$ cat config.mk
export PLATFORM = sky130hd
export DESIGN_NAME = operand_collector
export DESIGN_NICKNAME = d
export VERILOG_FILES = /design/src/rtl/operand_collector.sv
export SDC_FILE = /design/constraint.sdc
export NUM_CORES = 1
export LEC_CHECK = 0
export BUFFER_PORTS_ARGS = -buffer_cell sky130_fd_sc_hd__buf_4
export CAP_MARGIN = 20
export CORE_ASPECT_RATIO = 1.1
export CORE_MARGIN = 1
export CORE_UTILIZATION = 49
export DETAILED_ROUTE_END_ITERATION = 6
export PLACE_DENSITY = 0.75
export SLEW_MARGIN = 20
export SYNTH_ARGS = -nofsm -noshare
export SYNTH_HDL_FRONTEND = slang
export SYNTH_SLANG_ARGS = --single-unit
$ cat constraint.sdc
create_clock -name clk -period 1.6 [get_ports clk]
set_input_delay 0.24 -clock clk [delete_from_list [all_inputs] [get_ports clk]]
set_output_delay 0.24 -clock clk [all_outputs]
set_load 0.02 [all_outputs]
$ cat src/rtl/operand_collector.sv
// operand_collector
//   Input stage for the Practica III control unit. Synchronizes and debounces
//   the raw "enter" push-button. It then captures two WIDTH-bit operands from
//   the board switches on two successive debounced presses. Once both operands
//   are held, it raises inputdata_ready.
//
// Ports
//   clk              system clock, rising edge
//   reset            synchronous, active-high reset
//   button           raw asynchronous push-button, active-high
//   switches         operand value presented on the switches
//   loaddata         capture enable from the control unit
//   operand_a        first captured operand
//   operand_b        second captured operand
//   inputdata_ready  high while both operands are held
//   stage            FSM state for LEDs: 0=WAIT_A, 1=WAIT_B, 2=READY
module operand_collector #(
    parameter int WIDTH           = 4,
    parameter int DEBOUNCE_CYCLES = 4
) (
    input  logic             clk,
    input  logic             reset,
    input  logic             button,
    input  logic [WIDTH-1:0] switches,
    input  logic             loaddata,
    output logic [WIDTH-1:0] operand_a,
    output logic [WIDTH-1:0] operand_b,
    output logic             inputdata_ready,
    output logic [1:0]       stage
);

    localparam int CW = $clog2(DEBOUNCE_CYCLES) + 1;

    typedef enum logic [1:0] {
        WAIT_A = 2'd0,
        WAIT_B = 2'd1,
        READY  = 2'd2
    } state_t;

    // Two-flop synchronizer; only s2_q is used downstream.
    logic          s1_q, s2_q;
    logic          db_q, db_d;
    logic          db_prev_q;
    logic [CW-1:0] cnt_q, cnt_d;
    logic          press;

    state_t           state_q, state_d;
    logic [WIDTH-1:0] opa_q, opa_d;
    logic [WIDTH-1:0] opb_q, opb_d;
    logic             ready_q;

    // Debounce: db follows s2 only after s2 has disagreed with it for
    // DEBOUNCE_CYCLES consecutive edges. Any agreement restarts the count.
    always_comb begin
        db_d  = db_q;
        cnt_d = cnt_q;
        if (s2_q == db_q) begin
            cnt_d = '0;
        end else if (cnt_q == CW'(DEBOUNCE_CYCLES - 1)) begin
            db_d  = s2_q;
            cnt_d = '0;
        end else begin
            cnt_d = cnt_q + CW'(1);
        end
    end

    // Rising edge of the debounced level only; a release gives no event.
    assign press = db_q & ~db_prev_q;

    // A press while loaddata is low is consumed here: it only lives for one
    // cycle, so nothing is remembered for later.
    always_comb begin
        state_d = state_q;
        opa_d   = opa_q;
        opb_d   = opb_q;
        case (state_q)
            WAIT_A: begin
                if (press && loaddata) begin
                    opa_d   = switches;
                    state_d = WAIT_B;
                end
            end
            WAIT_B: begin
                if (press && loaddata) begin
                    opb_d   = switches;
                    state_d = READY;
                end
            end
            READY:   state_d = READY;
            default: state_d = WAIT_A;
        endcase
    end

    always_ff @(posedge clk) begin
        if (reset) begin
            s1_q      <= 1'b0;
            s2_q      <= 1'b0;
            db_q      <= 1'b0;
            db_prev_q <= 1'b0;
            cnt_q     <= '0;
            state_q   <= WAIT_A;
            opa_q     <= '0;
            opb_q     <= '0;
            ready_q   <= 1'b0;
        end else begin
            s1_q      <= button;
            s2_q      <= s1_q;
            db_q      <= db_d;
            db_prev_q <= db_q;
            cnt_q     <= cnt_d;
            state_q   <= state_d;
            opa_q     <= opa_d;
            opb_q     <= opb_d;
            // Registered from the current state so the flag rises one cycle
            // after operand_b is written.
            ready_q   <= (state_q == READY);
        end
    end

    assign operand_a       = opa_q;
    assign operand_b       = opb_q;
    assign inputdata_ready = ready_q;
    assign stage           = state_q;

endmodule

==> metrics.md <==
| Metric | Value |
|---|---|
| DIE AREA | `0.00162 mm²` |
| Vias | `489` |
| Hold Startpoint | `button` |
| Worst IR drop on VDD | `0.000488 V` |
| Syn-to-layout area delta | `24.6%` |
| All-Layer GR Usage | `16.8%` |
| Met3 GRT Util | `3.72%` |
| Postcts setup bufs | `0` |
| Slew @ Worst Pin | `0.277 ns` |
| GRT overflow | `0` |
| Main area contributors after synthesis | `dfxtp_1 (50%), mux2i_1 (14%), ha_1 (8.7%), nor2_1 (4.7%), nand4b_2 (4.2%)` |
| Worst hold path endpoint | `s1_q` |
| Fraction of layout instances using a drive strength above 1 | `32.9%` |
| Flops & latches, synth | `18` |
| Fmax | `0.771 GHz` |
| R2R Setup Slk | `0.30 ns` |
| Die X | `38.5 µm` |
| Max-slew violation count | `0` |
| Max Buffers Root-to-Sink | `2` |
| Fin cells | `between 100 and 150` |
| Pwr dens | `between 800 and 900 mW/mm²` |
| Remaining antenna violation count | `0` |
| Cell Int Power | `605 µW` |
| Pin count of the biggest net entering global routing | `18` |
| Status | `completed` |
| Final WL | `~1.1 mm` |
| Clock tree sinks | `18` |
| Critical path's largest stage delay | `0.42 ns` |
| Vias per cell | `4.84` |
| Hold Path Depth | `2` |
| Crit Reg-Reg Endpoint | `cnt_q[2]` |
| Pre-antenna DRT Iters | `5` |
| Hold Vio Cnt, Final | `0` |
| Register area share after synthesis | `about 50%` |
| CTS H-tree depth | `1` |
| Max-cap viol count | `0` |
| RSZ-0062 raised after global routing | `false` |
| Commonest non-fill, non-tap cells in the layout | `dfxtp_1 (18), buf_4 (18), mux2i_1 (10), nor2_1 (9), ha_1 (5)` |
| Clock Skew | `0.00381 ns` |
| Flop pwr share | `59.4%` |
| Clk Latency, worst-skew pair | `0.29 ns` |
| ANT cells | `0` |
| Nets | `around 100` |
| Worst EP arrival | `around 1.5 ns` |
| Core region area | `between 0.001 and 0.0015 mm²` |
| GPL Wtd Cong | `0.638` |
| Fin crit share | `around four fifths` |
| Final setup vio count | `0` |
| Critical-path cell list | `ha_1 -> ha_1 -> or3_4 -> nor2_2` |
| Worst path depth | `4` |
| Worst-path clk slew | `0.10 ns` |
| Met2 GRT Util | `26.3%` |
| Met1 Resource Use GR | `around a fifth` |
| CP endpoint kind | `flip-flop` |
| # port buffers | `18` |
| Clock network fraction of design power | `36.9%` |
| Number of global-route vias before repair | `460` |
| Initial antenna violation count | `0` |
| CTS-repair resized insts | `0` |
| Crit Path Class | `flip-flop to flip-flop` |
| Die height | `42.2 µm` |
| Wire per inst | `around 11 µm` |
| Leakage | `0.000453 µW` |
| 1st-iter DRT viols | `9` |
| Sw power | `156 µW` |
| Delay-heaviest family, CP | `simple AND/OR/NAND/NOR gates` |
| Most used routing layer | `met2` |
| CP bufs+invs | `0` |
| IO Count | `19` |
| Initial Util | `52.6%` |
| CTS tree | `yes` |
| Sw Ratio | `20.5%` |
| Fin Setup TNS | `0 ns` |
| CP max stage cell | `or3_4` |
| Reg area | `360 µm²` |
| Placed insts | `97` |
| Area of the multi-input gates | `328 µm²` |
| Cell count after synthesis | `65` |
| Library cells used by synthesis | `17` |
| Worst hold path class | `input pin to flip-flop` |
| CTS Hold Bufs | `0` |
| First-pass GRT wire length | `1.86 mm` |
| Yosys warning count | `0` |
| Worst r2r src | `cnt_q[0]` |
| Post-synth top area share | `about half` |
| Post-Syn Area per Cell | `11.0 µm²` |
| Crit path required time | `1.84 ns` |
| Crit path top cell by count | `ha_1` |
| CP Max Fanout | `3` |
| Cell area after synthesis | `718 µm²` |
| Clk root buf | `clkbuf_4` |
| Fillers | `between 100 and 150` |
| CTS buffer count | `3` |
| Combinational Power Share | `under 10%` |
| Slew headroom | `81.5%` |
| Remaining DRCs | `0` |
| DP Wirelength | `819 µm` |
| Rows | `14` |
| Post-synth top area cell | `dfxtp_1` |
| Worst Reg-to-Reg Cells | `4` |
| Post-Syn Nets | `78` |
| Final Critical Period | `1.30 ns` |
| Startpoint types | `flip-flop` |
power by group through the flow:
| stage | clock network, µW | registers [µW] | logic [µW] |
|---|---|---|---|
| after floorplan | 0 | 462 | 9.46 |
| after global placement | 0 | 463 | 27.5 |
| after detailed placement | 0 | 463 | 27.9 |
| after CTS | 296 | 453 | 28.0 |
| after global routing | 303 | 453 | 30.2 |
| final | 281 | 452 | 27.6 |
worst max path at each step:
stage | from | slack (ns) | to
floorplan | stage[0] | 0.31 | operand_a[0]
global placement | cnt_q[0] | 0.36 | cnt_q[0]
detailed placement | cnt_q[0] | 0.33 | cnt_q[2]
CTS | cnt_q[0] | 0.30 | cnt_q[2]
global route | stage[1] | 0.24 | operand_b[0]
finish | cnt_q[0] | 0.30 | cnt_q[2]
area by class of cell:
type | instances | area share, %
Inverter | 4 | 1.68
Tap cell | 16 | 2.24
Multi-Input combinational cell | 41 | 36.6
Timing Repair Buffer | 18 | 15.1
Clock buffer | 4 | 4.06
Sequential cell | 18 | 40.3
metrics by stage:
step                power [µW]  worst slack [ns]  utilization (%)  area, µm²  hold WS [ns]
floorplan                  472             0.308                -        718         0.312
global placement           490             0.358             62.8        858         0.414
detailed placement         491             0.326             62.8        858         0.423
CTS                        776             0.301             65.5        895         0.145
global route               786             0.244             65.5        895         0.165
finish                     761             0.304             65.5        895         0.152
worst reg2reg max path, cell delays in order, from the launching register on:
cell and delay, ns:
dfxtp_1 0.34, ha_1 0.20, ha_1 0.20, or3_4 0.42
nor2_2 0.08
sequential cells by signal, indices dropped and copies added, names as in the netlist:
signal           cells
operand_b            4
inputdata_ready      1
s2_q                 1
s1_q                 1
cnt_q                3
stage                2
db_q                 1
db_prev_q            1
operand_a            4
cells in the mapped netlist:
master    number
nor2_1         9
a211oi_1       1
xnor2_1        1
nand3b_1       1
nor2_2         3
dfxtp_1       18
or3_4          1
ha_1           5
buf_6          1
clkbuf_1       1
inv_1          4
nand2b_1       2
nor2b_1        4
a21oi_1        1
nand4b_2       2
o21ai_0        1
mux2i_1       10
routing by layer:
metal / wire [µm] / share of wire (%)
met1: 515 / 45
met2: 575 / 50
met3: 40 / 3.5
met4: 12 / 1.0
met5: 0 / 0
cell families after synthesis:
| kind of cell | after synthesis | synth area share [%] |
|---|---|---|
| AOI/OAI and AO/OA | 3 | 2.44 |
| xor gates and xnor gates | 1 | 1.22 |
| adders and majority gates | 5 | 8.71 |
| buffers and inverters | 6 | 4.18 |
| DFF | 18 | 50.2 |
| muxes | 10 | 13.9 |
| and+or+nand+nor | 22 | 19.3 |
Note: power is estimated with default switching activity, not from simulation.
